[src/rtl/gnr_attractor_ctrl.sv]
// Sweep controller for the Boolean gene-regulatory-network datapath.
// Walks every initial state, drives the tortoise/hare node strobes and runs
// Floyd cycle detection followed by a period measurement. One result record
// per initial state leaves on a valid/ready channel.
module gnr_attractor_ctrl #(
    parameter int N_NODES   = 8,
    parameter int MAX_STEPS = 1024
) (
    input  logic               clk,
    input  logic               rst,
    input  logic               start,
    input  logic [N_NODES-1:0] state_s0,
    input  logic [N_NODES-1:0] state_s1,
    output logic               reset_nos,
    output logic               start_s0,
    output logic               start_s1,
    output logic [N_NODES-1:0] init_state,
    output logic               busy,
    output logic               out_valid,
    input  logic               out_ready,
    output logic [N_NODES-1:0] out_init,
    output logic [N_NODES-1:0] out_attractor,
    output logic [15:0]        out_meet,
    output logic [15:0]        out_period,
    output logic               out_timeout,
    output logic               done
);

    localparam logic [15:0]        MAX_MEET  = 16'(MAX_STEPS);
    localparam logic [15:0]        CNT_MAX   = 16'hFFFF;
    localparam logic [N_NODES-1:0] LAST_INIT = '1;

    typedef enum logic [2:0] {
        IDLE, LOAD, PRIME, CHECK, STEP, PSTEP, PCHECK, OUT
    } state_e;

    state_e             state_q, state_d;
    logic [N_NODES-1:0] cur_q, cur_d;
    logic [N_NODES-1:0] init_state_q, init_state_d;
    logic [N_NODES-1:0] attr_q, attr_d;
    logic [15:0]        meet_q, meet_d;
    logic [15:0]        period_q, period_d;
    logic               timeout_q, timeout_d;
    logic               busy_q, busy_d;
    logic               done_q, done_d;
    logic               reset_nos_q, reset_nos_d;
    logic               start_s0_q, start_s0_d;
    logic               start_s1_q, start_s1_d;
    logic               out_valid_q, out_valid_d;
    logic               vec_equal;

    // Counters stick at their maximum instead of wrapping.
    function automatic logic [15:0] sat_inc(input logic [15:0] v);
        return (v == CNT_MAX) ? v : v + 16'd1;
    endfunction

    assign vec_equal = (state_s0 == state_s1);

    // Next-state, counter and record logic; strobes decode the next state so
    // they are registered and line up with the state they belong to.
    always_comb begin
        // NOTE: every signal gets a default before the case so no path leaves
        // it unassigned, which would otherwise infer a latch.
        state_d   = state_q;
        cur_d     = cur_q;
        attr_d    = attr_q;
        meet_d    = meet_q;
        period_d  = period_q;
        timeout_d = timeout_q;
        busy_d    = busy_q;
        done_d    = 1'b0;

        case (state_q)
            IDLE: begin
                if (start) begin
                    cur_d   = '0;
                    busy_d  = 1'b1;
                    state_d = LOAD;
                end
            end
            LOAD: begin
                meet_d    = '0;
                period_d  = '0;
                timeout_d = 1'b0;
                attr_d    = '0;
                state_d   = PRIME;
            end
            PRIME: begin
                // Hare gets one step head start so the first compare is f(x) vs x.
                meet_d  = 16'd1;
                state_d = CHECK;
            end
            CHECK: begin
                if (vec_equal) begin
                    attr_d  = state_s1;
                    state_d = PSTEP;
                end else if (meet_q >= MAX_MEET) begin
                    timeout_d = 1'b1;
                    period_d  = '0;
                    state_d   = OUT;
                end else begin
                    state_d = STEP;
                end
            end
            STEP: begin
                meet_d  = sat_inc(meet_q);
                state_d = CHECK;
            end
            PSTEP: begin
                // Tortoise is frozen on the cycle; count hare steps back to it.
                period_d = sat_inc(period_q);
                state_d  = PCHECK;
            end
            PCHECK: begin
                if (vec_equal) begin
                    state_d = OUT;
                end else if (period_q == CNT_MAX) begin
                    timeout_d = 1'b1;
                    period_d  = '0;
                    state_d   = OUT;
                end else begin
                    state_d = PSTEP;
                end
            end
            OUT: begin
                if (out_ready) begin
                    if (cur_q == LAST_INIT) begin
                        done_d  = 1'b1;
                        busy_d  = 1'b0;
                        state_d = IDLE;
                    end else begin
                        cur_d   = cur_q + 1'b1;
                        state_d = LOAD;
                    end
                end
            end
            default: state_d = IDLE;
        endcase

        reset_nos_d  = (state_d == LOAD);
        start_s0_d   = (state_d == STEP);
        start_s1_d   = (state_d == PRIME) || (state_d == STEP) || (state_d == PSTEP);
        out_valid_d  = (state_d == OUT);
        init_state_d = (state_d == IDLE) ? '0 : cur_d;
    end

    // State register: synchronous reset aborts any sweep in progress.
    always_ff @(posedge clk) begin
        // NOTE: sequential state uses non-blocking assignments so every flop
        // samples pre-edge values regardless of statement order.
        if (rst) begin
            state_q      <= IDLE;
            cur_q        <= '0;
            init_state_q <= '0;
            attr_q       <= '0;
            meet_q       <= '0;
            period_q     <= '0;
            timeout_q    <= 1'b0;
            busy_q       <= 1'b0;
            done_q       <= 1'b0;
            reset_nos_q  <= 1'b0;
            start_s0_q   <= 1'b0;
            start_s1_q   <= 1'b0;
            out_valid_q  <= 1'b0;
        end else begin
            state_q      <= state_d;
            cur_q        <= cur_d;
            init_state_q <= init_state_d;
            attr_q       <= attr_d;
            meet_q       <= meet_d;
            period_q     <= period_d;
            timeout_q    <= timeout_d;
            busy_q       <= busy_d;
            done_q       <= done_d;
            reset_nos_q  <= reset_nos_d;
            start_s0_q   <= start_s0_d;
            start_s1_q   <= start_s1_d;
            out_valid_q  <= out_valid_d;
        end
    end

    assign reset_nos     = reset_nos_q;
    assign start_s0      = start_s0_q;
    assign start_s1      = start_s1_q;
    assign init_state    = init_state_q;
    assign busy          = busy_q;
    assign out_valid     = out_valid_q;
    assign out_init      = cur_q;
    assign out_attractor = attr_q;
    assign out_meet      = meet_q;
    assign out_period    = period_q;
    assign out_timeout   = timeout_q;
    assign done          = done_q;

endmodule

[config.mk]
export PLATFORM = sky130hd
export DESIGN_NAME = gnr_attractor_ctrl
export DESIGN_NICKNAME = d
export VERILOG_FILES = /design/src/rtl/gnr_attractor_ctrl.sv
export SDC_FILE = /design/constraint.sdc
export NUM_CORES = 1
export LEC_CHECK = 0
export CELL_PAD_IN_SITES_DETAIL_PLACEMENT = 1
export CELL_PAD_IN_SITES_GLOBAL_PLACEMENT = 1
export CORE_MARGIN = 8
export CORE_UTILIZATION = 36
export CTS_CLUSTER_SIZE = 25
export DETAILED_ROUTE_END_ITERATION = 10
export MAX_ROUTING_LAYER = met4
export PLACE_DENSITY_LB_ADDON = 0.2
export SLEW_MARGIN = 20
export SYNTH_ARGS = -nofsm -noshare
export SYNTH_HDL_FRONTEND = slang
export SYNTH_SLANG_ARGS = --single-unit
[constraint.sdc]
create_clock -name clk -period 2.85 [get_ports clk]
set_input_delay 0.855 -clock clk [delete_from_list [all_inputs] [get_ports clk]]
set_output_delay 0.855 -clock clk [all_outputs]
set_load 0.01 [all_outputs]
---- Yosys cells after proc, flatten, opt, wreduce, memory -nomap -nowiden ----
Index checks and enable logic that the tools add are counted.
storage, ports and cells
  register bits ........................... 66
  logic and storage cells ................. 94
  output and inout port bits .............. 63
  input bits .............................. 20
operators by class
  $lt $le $gt $ge ......................... 1
  add/sub/neg operators ................... 3
  bitwise logic cells ..................... 2
  muxes and demuxes ....................... 32
  reduce and logical (&&, ||, !) cells .... 17
  equal/unequal tests ..................... 26
operators by type and width
  cell                   count
  $mux 16                6
  $pmux 16 s4            1
  $pmux 16 s3            1
  $add 16x1->16 const B  2
  $eq 16x16->1 const B   2
  $mux 8                 4
  $pmux 8 s2             2
  $eq 3x3->1 const B     7
  $pmux 3 s7             1
  $ne 2x2->1 const B     10
  $ge 16x11->1 const B   1
  $eq 3x2->1 const B     3
  $mux 1                 9
  $add 8x1->8 const B    1
  $eq 8x8->1             1
  $eq 8x8->1 const B     1
  $mux 2                 4
  $eq 3x1->1 const B     2
  $logic_not 3->1        2
  $mux 3                 2
  $reduce_and 6->1       1
  $reduce_bool 3->1      2
  $reduce_and 5->1       1
  $reduce_and 2->1       2
  9 further kinds        13

---- Longest topological paths before layout ----
  depth in word-level cells ............... 7
  mapped depth ............................ 8
  depth with buffers taken out ............ 7

---- Worst setup path before layout ----
Ideal clock, no wire load.
  path type ............................... input to register
  start ................................... in state_s0[4]
  end ..................................... reg init_state_q[7], in the netlist init_state[7]
  path slack .............................. 0.360 ns
  arrival ................................. 2.376 ns
  required time ........................... 2.736 ns
  setup time .............................. 0.114 ns
  cell stages on the path ................. 6
  path buffers ............................ 0
  cell sequence ........................... xnor2_1 -> and4_1 -> a211oi_1 -> o221ai_1 -> nor3_1 -> and2b_1
between the ends
  longest elaborated chain between the ends .. 5
  elaborated cells between the ends (all ways) .. 6
  those cells by class .................... 1 x eq/ne; 3 x mux; 2 x reduce/logical
RTL lines
  item                         RTL line  text
  start, declared              12        input logic [N_NODES-1:0] state_s0,
  $eq 8x8->1 *                 57        assign vec_equal = (state_s0 == state_s1);
  $mux 2 (on tied branches)    115, 94
  $pmux 3 s7 *                 73        case (state_q)
  $logic_not 3->1 *            144       init_state_d = (state_d == IDLE) ? '0 : cur_d;
  $reduce_or 2->1 (no line) *  -
  end signal, assigned         168       init_state_q <= init_state_d;
  end, declared                39        logic [N_NODES-1:0] init_state_q, init_state_d;
Every way passes the cells marked *; elsewhere a longest branch is shown, timed or not.
A chain may end at the register's enable or synchronous reset.

---- Worst setup path in the final report ----
  start ................................... in state_s1[4]
  end ..................................... reg init_state_q[0], in the netlist init_state[0]
between the ends
  longest elaborated chain between the ends .. 5
  elaborated cells between the ends (all ways) .. 6
  those cells by class .................... 1 x eq/ne; 3 x mux; 2 x reduce/logical
RTL lines
  item                         RTL line  text
  start, declared              13        input logic [N_NODES-1:0] state_s1,
  $eq 8x8->1 *                 57
  $mux 2 (on tied branches)    115, 94
  $pmux 3 s7 *                 73
  $logic_not 3->1 *            144
  $reduce_or 2->1 (no line) *  -
Marks and branches as above.

==> impl_metrics.tcl <==
set metrics [dict create \
    worstHoldPathType "reg -> reg" \
    yosysUniqueCellTypes 50 \
    switchingPower_mw 0.546 \
    max-slew-margin-rel_pct 62.4 \
    rsz0062_at_grt "false" \
    wl_met1_um 4310 \
    end_kind "register" \
    synth.most_common_cell "dfxtp_1" \
    ant_nets 0 \
    synth-edff-count 0 \
    finalCritPeriodShare_pct 93.1 \
    cts_sinks 66 \
    finalSetupTns_ns 0 \
    synth_area_leaders "dfxtp_1, nor2_1, a21oi_1, nand3_1, xnor2_1" \
    core_area_um2 8590 \
    initial_core_util_pct 36.7 \
    maxCapViolations 0 \
    yosysTopAreaCell "dfxtp_1" \
    drt_iter0_drc 93 \
    vias_per_cell 5.27 \
    wire_per_inst_um 15.8 \
    power_density_nw_per_um2 467 \
    dp.cells 573 \
    crit_fanout 8 \
    cts_resized 0 \
    overflow 0 \
    vias 3104 \
    yosysTopAreaCellShare_pct 41.9 \
    intPower_mw 1.52 \
    postSynthAreaPerCell_um2 8.47 \
    clock_path_buffers 2 \
    numCtsBuffers 9 \
    path_class "in -> reg" \
    finalWirelength_um 9330 \
    synth_seq_area_share_pct 41.9 \
    ios 83 \
    slew_viol_final 0 \
    synthArstFlopShare_pct 0 \
    cp.required_ns 3.09 \
    cts_tree "done" \
    hold_violations 0 \
    track_usage_pct 16.1 \
    grt_pass1_wl_um 15200 \
    dp_hpwl_um 7080 \
    highest_layer "met4" \
    drt-pass1-iter-count 4 \
    final_nets 500 \
    cts_hold_buf 0 \
    num_antenna_cells 0 \
    setup_viol_count_final 0 \
    synth_warnings 0 \
    synth.net_count 396 \
    sw_frac_of_total_pct 26.4 \
    portBuffers 82 \
    wl_met3_um 592 \
    ys_top_cells_by_count "dfxtp_1, nor2_1, nand2_1" \
    drive_above_1_share_pct 10.4 \
    tightest_slew_ns 0.560 \
    grt_pass1_vias 3116 \
    syn-cell-area_um2 3150 \
    whs_ns 0.454 \
    gp_congestion 0.797 \
    pwr-share-clk_pct 39.3 \
    fin_cells 589 \
    syn_inst 372 \
    p_seq_share_pct 46.5 \
    clk_pin_slew_worst_paths_ns 0.07 \
    ys_ff_latch 66 \
    fmax_mhz 377 \
    grt_max_degree 17 \
    clk_latency_ns 0.34 \
    peakVddDrop_uv 252 \
    r2r_slack_ns 0.50 \
    die_w_um 110 \
    die_height_um 110 \
    start_kind "input pin" \
    die_area_um2 12000 \
    ys.flop_type "dfxtp_1" \
    post_cts_buffers 0 \
    layout_min_cycle_time_ns 2.65 \
    clock_skew_ns 0.0111 \
    htreeDepth 3 \
    wl_met2_um 4320 \
    power_frac_comb_pct 14.2 \
    power.leakage_nw 1.56 \
    drc 0 \
    cts_root_buffer "clkbuf_8" \
    placementRows 34 \
    area_growth_pct 40.2 \
    status "complete, no violations" \
    cp.arrival_ns 2.89 \
    antenna_found_initial 0 \
]
==> worst max-delay path, stage by stage <==
cell and delay [ns]:
clkdlybuf4s50_1 0.43, xnor2_1 0.16, and4_1 0.23, a211oi_1 0.36
o221ai_1 0.26, nor3_1 0.24, buf_4 0.18, and2b_1 0.18
==> sequential cells by signal, summed over array words and instances, names as in the netlist <==
register	count
busy	1
state_q	3
init_state	8
out_valid	1
out_timeout	1
out_init	8
start_s1	1
start_s0	1
out_meet	16
reset_nos	1
out_attractor	8
done	1
out_period	16
==> through the flow <==
stage	setup slack, ns	power (mW)	util, %	cell area, um^2
final	0.198	2.06	51.4	4420
after global routing	0.0631	2.15	51.4	4420
after CTS	0.176	2.09	51.4	4420
after detailed placement	-0.187	1.28	49.0	4210
after global placement	-0.142	1.27	49.0	4210
after floorplan	0.360	1.14	-	3150
==> routing by layer <==
layer | up-vias | GRT usage [%]
li1 | 1543 | -
met1 | 1470 | 19.8
met2 | 80 | 24.8
met3 | 11 | 4.22
met4 | 0 | 5.50
met5 | - | -
==> layout make-up <==
type / instances / area (um^2)
fill: 1048 / 4180
inverter: 6 / 22.5
sequential: 66 / 1320
tap: 108 / 135
multi-input combinational: 290 / 1750
clock inverter: 5 / 52.6
clock buffer: 11 / 151
timing repair buffer: 103 / 978
==> cell families (layout without fill, tap and decap cells) <==
logic type / after synthesis / in the layout / synth area share [%]
multiplexers: 4 / 4 / 1.27
AO/OA/AOI/OAI: 69 / 69 / 14.4
adder cells (fa/ha/maj): 4 / 4 / 1.59
XOR/XNOR: 28 / 28 / 7.78
AND/OR/NAND/NOR: 185 / 185 / 30.6
flip-flops: 66 / 66 / 41.9
buffers and inverters: 16 / 125 / 2.38
==> worst paths after layout <==
path / from / depth (start not counted) / endpoint
min reg2reg: out_attractor[1] / 2 / out_attractor[1]
max reg2reg: out_period[0] / 8 / out_period[12]
min: out_attractor[1] / 2 / out_attractor[1]
max: state_s1[4] / 8 / init_state[0]
==> cell usage in the layout, fill, tap and decap left out, drive strengths merged, types with 2 or more instances in the layout <==
| cell type | count |
|---|---|
| clkdlybuf4s50 | 82 |
| dfxtp | 66 |
| nor2 | 47 |
| nand2 | 35 |
| a21oi | 32 |
| nand3 | 29 |
| buf | 21 |
| nand4 | 18 |
| xnor2 | 16 |
| xor2 | 12 |
| clkbuf | 11 |
| nor3 | 9 |
| o21ai | 8 |
| or3 | 7 |
| and3 | 7 |
| inv | 6 |
| a31oi | 6 |
| and4 | 5 |
| and2b | 5 |
| nor4 | 5 |
| o31ai | 5 |
| nand2b | 4 |
| nor2b | 4 |
| mux2i | 4 |
| ha | 4 |
| a21o | 4 |
| or4 | 3 |
| and2 | 3 |
| clkinv | 3 |
| nand3b | 2 |
| a31o | 2 |
==> power groups by stage <==
stage          clock (mW)  sequential, mW  combinational (mW)
6_report            0.811           0.961               0.292
5_1_grt             0.869           0.964               0.321
4_1_cts             0.833           0.961               0.297
3_5_place_dp            0           0.983               0.294
3_3_place_gp            0           0.981               0.290
2_1_floorplan           0           0.975               0.168
(Power assumes the default switching activity.)
